`config.mk`:
```
export PLATFORM = sky130hd
export DESIGN_NAME = reg_funsel_driver
export DESIGN_NICKNAME = d
export VERILOG_FILES = /design/src/rtl/reg_funsel_driver.sv
export SDC_FILE = /design/constraint.sdc
export NUM_CORES = 1
export LEC_CHECK = 0
export ABC_AREA = 1
export CELL_PAD_IN_SITES_DETAIL_PLACEMENT = 2
export CELL_PAD_IN_SITES_GLOBAL_PLACEMENT = 2
export CORE_MARGIN = 1.5
export CORE_UTILIZATION = 38
export CTS_CLUSTER_SIZE = 10
export DETAILED_ROUTE_END_ITERATION = 10
export GPL_ROUTABILITY_DRIVEN = 0
export PLACE_DENSITY = 0.87
export SLEW_MARGIN = 20
export SYNTH_ARGS = -nofsm -noshare
export SYNTH_HDL_FRONTEND = slang
export SYNTH_SLANG_ARGS = --single-unit
```
`constraint.sdc`:
```
create_clock -name clk -period 6.2 [get_ports clk]
set_input_delay 1.24 -clock clk [delete_from_list [all_inputs] [get_ports clk]]
set_output_delay 1.24 -clock clk [all_outputs]
set_load 0.05 [all_outputs]
```
`src/rtl/reg_funsel_driver.sv`:
```
// rtl/reg_funsel_driver.sv - command FIFO plus setup/pulse/hold sequencer driving a funsel/e register bank
module reg_funsel_driver #(
    parameter int NBits     = 16,
    parameter int NRegs     = 4,
    parameter int FifoDepth = 4,
    parameter int SelW      = (NRegs > 1) ? $clog2(NRegs) : 1
) (
    input  logic             clk,
    input  logic             reset,
    input  logic             cmd_valid,
    output logic             cmd_ready,
    input  logic [1:0]       cmd_funsel,
    input  logic [SelW-1:0]  cmd_sel,
    input  logic [NBits-1:0] cmd_data,
    input  logic [3:0]       cmd_count,
    output logic [1:0]       funsel,
    output logic [NBits-1:0] i,
    output logic [NRegs-1:0] e,
    output logic             busy,
    output logic             done
);

    localparam int PtrW = $clog2(FifoDepth);
    localparam int EntW = 2 + SelW + NBits + 4;

    typedef enum logic [1:0] {IDLE, SETUP, PULSE, HOLD} state_t;

    logic [EntW-1:0]  mem [FifoDepth];
    logic [PtrW:0]    wr_ptr;
    logic [PtrW:0]    rd_ptr;
    logic             empty;
    logic             full;
    logic             push;
    logic             pop;
    logic [EntW-1:0]  head;
    logic [1:0]       head_funsel;
    logic [SelW-1:0]  head_sel;
    logic [NBits-1:0] head_data;
    logic [3:0]       head_count;

    state_t           state;
    state_t           state_next;
    logic [SelW-1:0]  cur_sel;
    logic [3:0]       rem;
    logic             fire;
    logic             dec_rem;
    logic             finish;
    logic [NRegs-1:0] onehot;

    // Pointers carry one extra wrap bit so full and empty are distinguishable.
    assign empty     = (wr_ptr == rd_ptr);
    assign full      = (wr_ptr[PtrW] != rd_ptr[PtrW]) &&
                       (wr_ptr[PtrW-1:0] == rd_ptr[PtrW-1:0]);
    assign cmd_ready = ~full;
    assign push      = cmd_valid & ~full;
    assign busy      = ~empty | (state != IDLE);

    assign head        = mem[rd_ptr[PtrW-1:0]];
    assign head_funsel = head[EntW-1 -: 2];
    assign head_sel    = head[NBits+4 +: SelW];
    assign head_data   = head[4 +: NBits];
    assign head_count  = head[3:0];

    // Shifting past the top leaves zero, so an out-of-range index never enables anything.
    assign onehot = NRegs'(1) << cur_sel;

    // FIFO storage; contents are don't-care until written, so no reset needed.
    always_ff @(posedge clk) begin
        if (push) begin
            mem[wr_ptr[PtrW-1:0]] <= {cmd_funsel, cmd_sel, cmd_data, cmd_count};
        end
    end

    // FIFO pointers advance on push and on FSM pop.
    always_ff @(posedge clk or posedge reset) begin
        if (reset) begin
            wr_ptr <= '0;
            rd_ptr <= '0;
        end else begin
            if (push) wr_ptr <= wr_ptr + (PtrW+1)'(1);
            if (pop)  rd_ptr <= rd_ptr + (PtrW+1)'(1);
        end
    end

    // State register.
    always_ff @(posedge clk or posedge reset) begin
        if (reset) state <= IDLE;
        else       state <= state_next;
    end

    // Next-state logic.
    always_comb begin
        state_next = state;
        case (state)
            IDLE:  if (!empty) state_next = SETUP;
            SETUP: state_next = PULSE;
            PULSE: state_next = HOLD;
            HOLD: begin
                if (rem != 4'd0)  state_next = PULSE;
                else if (!empty)  state_next = SETUP;
                else              state_next = IDLE;
            end
            default: state_next = IDLE;
        endcase
    end

    // Per-state actions: pop a command, fire an enable pulse, count down repeats, flag completion.
    always_comb begin
        pop     = 1'b0;
        fire    = 1'b0;
        dec_rem = 1'b0;
        finish  = 1'b0;
        case (state)
            IDLE:  pop  = ~empty;
            SETUP: fire = 1'b1;
            PULSE: fire = 1'b0;
            HOLD: begin
                if (rem != 4'd0) begin
                    fire    = 1'b1;
                    dec_rem = 1'b1;
                end else begin
                    finish = 1'b1;
                    pop    = ~empty;
                end
            end
            default: pop = 1'b0;
        endcase
    end

    // Registered bank outputs; funsel/i move only when a command is popped.
    always_ff @(posedge clk or posedge reset) begin
        if (reset) begin
            funsel  <= 2'b00;
            i       <= '0;
            e       <= '0;
            done    <= 1'b0;
            cur_sel <= '0;
            rem     <= 4'd0;
        end else begin
            e    <= fire ? onehot : '0;
            done <= finish;
            if (pop) begin
                funsel  <= head_funsel;
                i       <= head_data;
                cur_sel <= head_sel;
                rem     <= head_count;
            end else if (dec_rem) begin
                rem <= rem - 4'd1;
            end
        end
    end

endmodule
```
# Word level (Yosys, flattened, before mapping)
# Memories as Yosys holds them, arrays and structs flattened.
# Cells that the tools add are included.
[totals]
ff_bits = 37
latchBits = 0
mem_bits_rw = 96
mem_bits_ro = 0
input_bits = 27
output_inout_bits = 25
elab_cells = 46
memories = 1
[classes]
addsub = 3
mul = 0
n_div = 0
n_lt_le_gt_ge = 0
n_eq_ne = 7
shifts = 1
n_mux = 16
bitwise = 4
n_reduce_logical = 5
[mem_list]
columns = ["name", "depth", "word_bits", "read_ports", "rd_clocked_by_memory_dff", "write_ports", "line_no", "text"]
rows = [
  ["mem", 4, 24, 1, 0, 1, "28", "logic [EntW-1:0] mem [FifoDepth];"],
]
[ops]
columns = ["cell", "count"]
rows = [
  ["$mux 4", 3],
  ["$mux 1", 8],
  ["$pmux 2 s4", 1],
  ["$add 3x1->3 const B", 2],
  ["$eq 2x2->1 const B", 2],
  ["$mux 2", 2],
  ["$pmux 1 s2", 2],
  ["$reduce_bool 2->1", 2],
  ["$reduce_bool 4->1", 1],
  ["$shl 1x2->4 const A", 1],
  ["$sub 4x1->4 const B", 1],
  ["$eq 3x3->1", 1],
  ["$eq 2x1->1 const B", 1],
  ["$eq 2x2->1", 1],
  ["$logic_not 2->1", 1],
  ["$ne 2x2->1 const B", 1],
  ["$not 1->1", 2],
  ["$and 1x1->1", 1],
  ["$logic_and 1x1->1", 1],
  ["$ne 1x1->1", 1],
  ["$or 1x1->1", 1],
]

# Depth between registers and ports, before layout
# Gate-level depths: netlist of the first run.
[depth]
depth_word = 6
ltp_mapped = 10
mapped_depth_nobuf = 10

# Worst setup path after synthesis of the first run
# No wires, ideal clock.
[synth_timing]
path_kind = "input port to flip-flop"
from = "input cmd_valid"
to = "memory mem[0][0] in the netlist's numbering (enable)"
setup_ps = 405
arrival_time_ps = 2418
required_time_ps = 5795
setup_slack_ps = 3377
stages = 2
path_buffers = 0
cell_sequence = "nand2_2 -> nor2_1"
[synth_via]
elab_chain_cells = 3
[synth_lines]
columns = ["element", "line_no", "text"]
rows = [
  ["start, declared", "10", "input logic cmd_valid,"],
  ["$and 1x1->1", "55", "assign push = cmd_valid & ~full;"],
  ["$mux 1", "69", "if (push) begin"],
  ["$mux 1 (implied by the code)", "70", "mem[wr_ptr[PtrW-1:0]] <= {cmd_funsel, cmd_sel, cmd_data, cmd_count};"],
  ["end, declared", "28", ""],
]
# Every way passes these cells.

# Final worst setup path of the first run
[layout_timing]
from = "register rd_ptr[0]"
to = "output busy"
[layout_via]
elab_chain_cells = 3
[layout_lines]
columns = ["element", "line_no", "text"]
rows = [
  ["start, declared", "30", "logic [PtrW:0] rd_ptr;"],
  ["start signal, assigned", "81", "if (pop) rd_ptr <= rd_ptr + (PtrW+1)'(1);"],
  ["$eq 3x3->1", "51", "assign empty = (wr_ptr == rd_ptr);"],
  ["$not 1->1", "56", "assign busy = ~empty | (state != IDLE);"],
  ["$or 1x1->1", "56", ""],
  ["end, declared", "19", "output logic busy,"],
]
# Every way passes these cells.

==> qor.csv, run 1 <==
stage;metric;value;unit
outcome;status;complete, no violations;
finish;syn2layout_area_growth;25.0;%
finish;final_layout_size_suffix_gt1_share;9.90;%
run;cap_violations;0;
power;p_leak;2.63;nW
timing;maxSlewHeadroom;44.1;%
synth;synth_adder_area_share;2.81;%
synth;synthesis.nets;492;
setup_path;path_common_cell;nand2_1;
cts;cts_resized;0;
global_route;grt_max_degree;51;
setup_path;worst_ep_arrival_time;2.84;ns
timing;skew;0.00562;ns
power;internal-power;2.31;mW
cts;cts_tree;built;
synth;synthMuxAreaShare;0;%
setup_path;criticalPathCategory;reg -> out;
timing;fmax;245;MHz
cts;clk_pin_slew;0.06;ns
power;switching_share;40.8;%
setup_path;path_buf_inv;3;
place;port_buffers;51;
finish;final_util;48.3;%
synth;synthDistinctLibCells;22;
floorplanning;die_area;14800;sq um
power;vdd_ir_drop_max;0.274;mV
synth;yosysWarnings;0;
cts;cts_num_sinks;133;
synth;netlist_top_cells_area;edfxtp_1, dfrtp_1, nand2_1;
synth;yosysSeqAreaShare;71.2;%
timing;worstMarginPinSlew;0.837;ns
cts;cts_buffers;17;
detailed_routing;drc;0;
detailed_routing;wirelength;15800;microns
global_route;antenna_found_initial;0;
cts;clockBufferDepth;2;
floorplanning;die_w;122;microns
floorplanning;row_count;43;
global_route;grt_pass1_vias;4235;
detailed_routing;drt_iter0_markers;215;
global_route;busiest_layer;met2;
power;finalPower;3.90;mW
setup_path;critPathSlowestCell;clkdlybuf4s50_1;
setup_path;worstSetupEndpointType;output pin;
floorplanning;ios;52;
place;post-dp-hpwl;9230;microns
synth;synth-compound-area-share;7.51;%
synth;yosysTopAreaCell;edfxtp_1;
worst_hold_path;hold_path_class;reg -> reg;
global_route;grt_overflow_total;0;
global_route;grt_pass1_wl;24500;microns
floorplanning;fp.dieH;122;microns
setup_path;cp_max_fo;50;
detailed_routing;ant_nets;0;
finish;num-nets-final;551;
synth;syn_area;5350;sq um
synth;synth.avg_cell_area;11.8;sq um
power;switching_power;1.59;mW
cts;clkLatencyLatePin;0.43;ns
cts;holdBufCountCts;0;
timing;tns;0;ns
synth;synth.top_cell.area_share;53.9;%
setup_path;slowest_delay;0.71;ns
synth;netlist_instances;453;
global_route;track_usage;23.2;%
detailed_routing;vias;3702;
cts;cts_max_level;4;
place;dpl-instance-area;6050;sq um
timing;rsz0062_at_grt;false;
setup_path;critPathTopFamily;buffers and inverters;
detailed_routing;drtPass1Iterations;4;
detailed_routing;routedWlPerCell;22.4;microns
floorplanning;core-area;13800;sq um
setup_path;cp-start-kind;flop;
synth;synth_seq_cells;133;
detailed_routing;viasPerCell;5.25;
setup_path;worstPathRequired;4.96;ns
timing;period_share;65.8;%
synth;synth_xor_area_share;0.655;%
cts;clockRootBuffer;clkbuf_16;
timing;finalSetupViolCount;0;
finish;num_antenna_cells;0;
timing;holdWs;0.467;ns
global_route;grt_util_met1;25.7;%
setup_path;cp_cell_sequence;inv_2 > nand2_1 > nand2_1 > nand3_4 > nor2_1 > inv_1 > clkdlybuf4s50_1;
synth;synth-simple-area-share;14.2;%
cts;post_cts_buffers;0;
power;seq_power_share;34.4;%
timing;hold_violations;0;
global_route;use_met3;4.49;%
power;clkPwrFrac;27.6;%
floorplanning;start_util;38.7;%
timing;maxSlewViolCount;0;
timing;fin_crit;4.08;ns
power;power_frac_comb;38.0;%
synth;synth_top_family_by_area;simple AND/OR/NAND/NOR gates;
power;powerDensity;584;nW/um^2
finish;fin_area;6680;sq um
finish;fill_cells;1349;
global_route;grtUsageMet2;43.3;%
-- registers in the layout, indices dropped and copies added (netlist names) --
register / flops
cur_sel: 2
i: 16
done: 1
mem: 96
rem: 4
funsel: 2
rd_ptr: 3
wr_ptr: 3
e: 4
state: 2
-- cells in the final DEF, fill, tap and decap left out, drive strengths merged, types with 8 or more instances in the layout --
master	n
nand3	15
clkbuf	17
clkdlybuf4s50	51
o21ai	52
o22ai	21
ha	12
nand2	107
clkinv	8
dfrtp	37
nor2	58
inv	27
edfxtp	96
-- final timing paths --
check	startpoint	end	slack, ns	depth (start not counted)
setup / recovery	rd_ptr[0]	busy	2.12	7
hold / removal	cur_sel[0]	e[0]	0.47	1
setup reg to reg	rd_ptr[0]	rd_ptr[1]	3.77	8
hold reg to reg	cur_sel[0]	e[0]	0.47	1
max in group asynchronous	reset	funsel[0]	4.55	3
min in group asynchronous	reset	e[2]	1.27	3
-- stage by stage --
step,std cells,setup slack (ns)
floorplan,453,3.38
global placement,673,2.69
detailed placement,673,2.56
CTS,705,2.07
global route,705,1.94
finish,705,2.12
-- power groups by stage --
stage | clock, mW | sequential (mW) | combinational [mW]
4_1_cts | 1.09 | 1.35 | 1.51
3_3_place_gp | 0 | 1.32 | 1.35
5_1_grt | 1.12 | 1.37 | 1.63
6_report | 1.08 | 1.34 | 1.48
3_5_place_dp | 0 | 1.35 | 1.47
2_1_floorplan | 0 | 1.56 | 0.756
-- cell families (layout without fill, tap and decap cells) --
| logic type | Yosys count | after routing |
|---|---|---|
| compound gates | 75 | 75 |
| xor+xnor | 4 | 4 |
| fa+ha+maj | 12 | 12 |
| buf+inv | 44 | 116 |
| flops | 133 | 133 |
| simple gates | 185 | 185 |
-- metal layers --
metal	share of wire (%)	vias to the layer above
met5	0	-
met3	2.6	24
met1	39	1940
met2	57	69
li1	-	1669
met4	1.6	0
-- Yosys cell counts --
cell type,number
ha_1,12
clkbuf_1,8
nand2_1,104
dfrtp_1,37
xnor2_1,2
o21ai_0,52
nand3_1,12
nand2_2,3
nand3_4,2
nand4_1,1
nor2_1,58
buf_6,2
inv_4,1
edfxtp_1,96
buf_2,8
nor3_1,4
a21oi_1,2
inv_1,23
inv_2,2
nand3_2,1
xor2_1,2
o22ai_1,21
-- worst reg2reg max path: cells and delay by family, from the launching register on --
| kind | cells | cell delay [ns] |
|---|---|---|
| and+or+nand+nor | 5 | 0.91 |
| AOI/OAI and AO/OA | 1 | 0.11 |
| buffers and inverters | 2 | 0.88 |
| DFF | 1 | 0.40 |
-- area by class of cell --
cell class	count	area [sq um]	share of cell area, %
well taps	180	225	3.37
inverters	26	100	1.50
flip-flops and latches	133	3810	57.0
multi-input cells	276	1360	20.3
clock inverters	15	206	3.09
repair buffers	58	563	8.42
clock buffers	17	425	6.36
Note: power is estimated with default switching activity, not from simulation.
==> inputs of run 2 (changes only) <==
Settings changed: CORE_UTILIZATION 38 to 34, PLACE_DENSITY 0.87 to 0.83.
Clock period 6.2 ns to 3.72 ns, I/O delays scaled along.
==> run 2 against run 1 <==
Effect of this change: sequential cell count is the same; non-clock buffer count rose by 1; register-to-register slack got worse by 2.5 ns; critical path depth down 1; clock-buffer cell count rose by 1.
==> qor.csv, run 2 (synthesized netlist as in run 1, its figures left out) <==
stage;metric;value;unit
finish;final_common_cell;nand2_1;
detailed_routing;drtPass1Iterations;4;
timing;rsz0062_at_grt;false;
floorplanning;row_count;45;
timing;finalSetupViolCount;0;
global_route;grtUsageMet2;34.1;%
detailed_routing;ant_nets;0;
power;p_leak;2.63;nW
setup_path;worstSetupEndpointType;output pin;
cts;cts_buffers;17;
setup_path;critPathTopFamily;flip-flops;
setup_path;reg2reg_to;rd_ptr[2];
finish;num-nets-final;552;
setup_path;worst_ep_arrival_time;2.19;ns
global_route;grt_pass1_vias;4047;
floorplanning;ios;52;
timing;maxSlewHeadroom;35.5;%
outcome;status;complete, no violations;
timing;hold_violations;0;
setup_path;reg2reg_from;rd_ptr[0];
global_route;busiest_layer;met2;
global_route;antenna_found_initial;0;
timing;final_critical_path_setup_slack;0.789;ns
global_route;grt_max_degree;50;
setup_path;worstPathRequired;2.98;ns
power;vdd_ir_drop_max;0.395;mV
setup_path;slowest_delay;0.87;ns
timing;worstMarginPinSlew;0.961;ns
cts;cts_resized;0;
place;port_buffers;51;
worst_hold_path;hp-start;cur_sel[1];
timing;fin_crit;2.93;ns
setup_path;cp-endpoint;busy;
setup_path;crit_start;rd_ptr[0];
cts;clkLatencyLatePin;0.42;ns
setup_path;cp_max_fo;24;
place;dp_slack;1.26;ns
finish;final_layout_size_suffix_gt1_share;10.1;%
cts;clockBufferDepth;2;
finish;final_cell_mix;nand2_1, edfxtp_1, nor2_1;
setup_path;path_buf_inv;2;
power;finalPower;6.38;mW
finish;fin_area;6720;sq um
setup_path;critPathSlowestCell;dfrtp_1;
setup_path;regToRegSetupSlack;1.32;ns
global_route;grt_pass1_wl;22800;microns
finish;final_util;44.0;%
cts;cts_max_level;4;
setup_path;criticalPathCategory;reg -> out;
global_route;use_met3;4.32;%
worst_hold_path;hold_path_class;reg -> reg;
detailed_routing;vias;3610;
setup_path;cp_cell_sequence;nand2_1 > nand2_1 > nand3_4 > nor2_1 > inv_1 > buf_12;
cts;cts_num_sinks;133;
detailed_routing;routedWlPerCell;19.3;microns
global_route;grt_util_met1;22.4;%
cts;cts_tree;built;
cts;post_cts_buffers;0;
detailed_routing;wirelength;14300;microns
finish;syn2layout_area_growth;25.7;%
setup_path;worstRegToRegCells;9;
place;dpl-instance-area;6120;sq um
timing;tns;0;ns
floorplanning;core-area;15300;sq um
cts;holdBufCountCts;0;
detailed_routing;drt_iter0_markers;194;
global_route;track_usage;19.0;%
detailed_routing;drc;0;
timing;skew;0.0130;ns
finish;num_antenna_cells;0;
setup_path;path_common_cell;nand2_1;
detailed_routing;viasPerCell;4.90;
setup_path;cp-start-kind;flop;
timing;fmax;341;MHz
global_route;grt_overflow_total;0;
floorplanning;die_w;128;microns
place;post-dp-hpwl;8880;microns
cts;clockRootBuffer;clkbuf_16;
timing;maxSlewViolCount;0;
setup_path;worstSetupPathDepth;6;
floorplanning;fp.dieH;128;microns
floorplanning;start_util;35.0;%
timing;period_share;78.8;%
run;cap_violations;0;
cts;clk_pin_slew;0.06;ns
finish;largest_reg_flops;96;
floorplanning;die_area;16500;sq um
power;powerDensity;949;nW/um^2
-- run 2: changes by cell type in the layout (fill, tap and decap cells not counted), sizes merged --
cell / before / now
buf: 7 / 10
bufinv: 4 / 3
clkbuf: 17 / 18
clkdlybuf4s50: 51 / 49
clkinv: 8 / 6
clkinvlp: 2 / 1
inv: 27 / 30
-- run 2: final cells by class --
| cell class | count | area [sq um] |
|---|---|---|
| sequential | 133 | 3810 |
| timing repair buffer | 59 | 591 |
| multi-input combinational | 276 | 1360 |
| fill | 1521 | 8540 |
| inverter | 26 | 100 |
| tap | 211 | 264 |
| clock inverter | 14 | 173 |
| clock buffer | 18 | 429 |
-- run 2: metal layers --
layer,vias to the layer above,part of all wire [%]
li1,1677,-
met1,1854,43
met2,62,53
met3,17,3.0
met4,0,1.2
met5,-,0
-- run 2: where the power goes --
part | switching (mW) | internal (mW) | leakage (nW)
clock network | 0.664 | 1.06 | 0.294
registers | 0.222 | 2.04 | 1.34
logic | 1.68 | 0.711 | 1.00
-- run 2: worst min path at each step --
stage | end | slack (ns) | cells after the start
2_1_floorplan | e[0] | 0.43 | 1
3_3_place_gp | e[1] | 0.44 | 1
3_5_place_dp | e[0] | 0.46 | 1
4_1_cts | e[0] | 0.47 | 1
5_1_grt | e[1] | 0.49 | 1
6_report | e[1] | 0.47 | 1
-- run 2: stage by stage --
stage / std cells / hold WS [ns]
global route: 737 / 0.493
floorplan: 453 / 0.432
finish: 737 / 0.471
CTS: 737 / 0.474
global placement: 705 / 0.444
detailed placement: 705 / 0.464
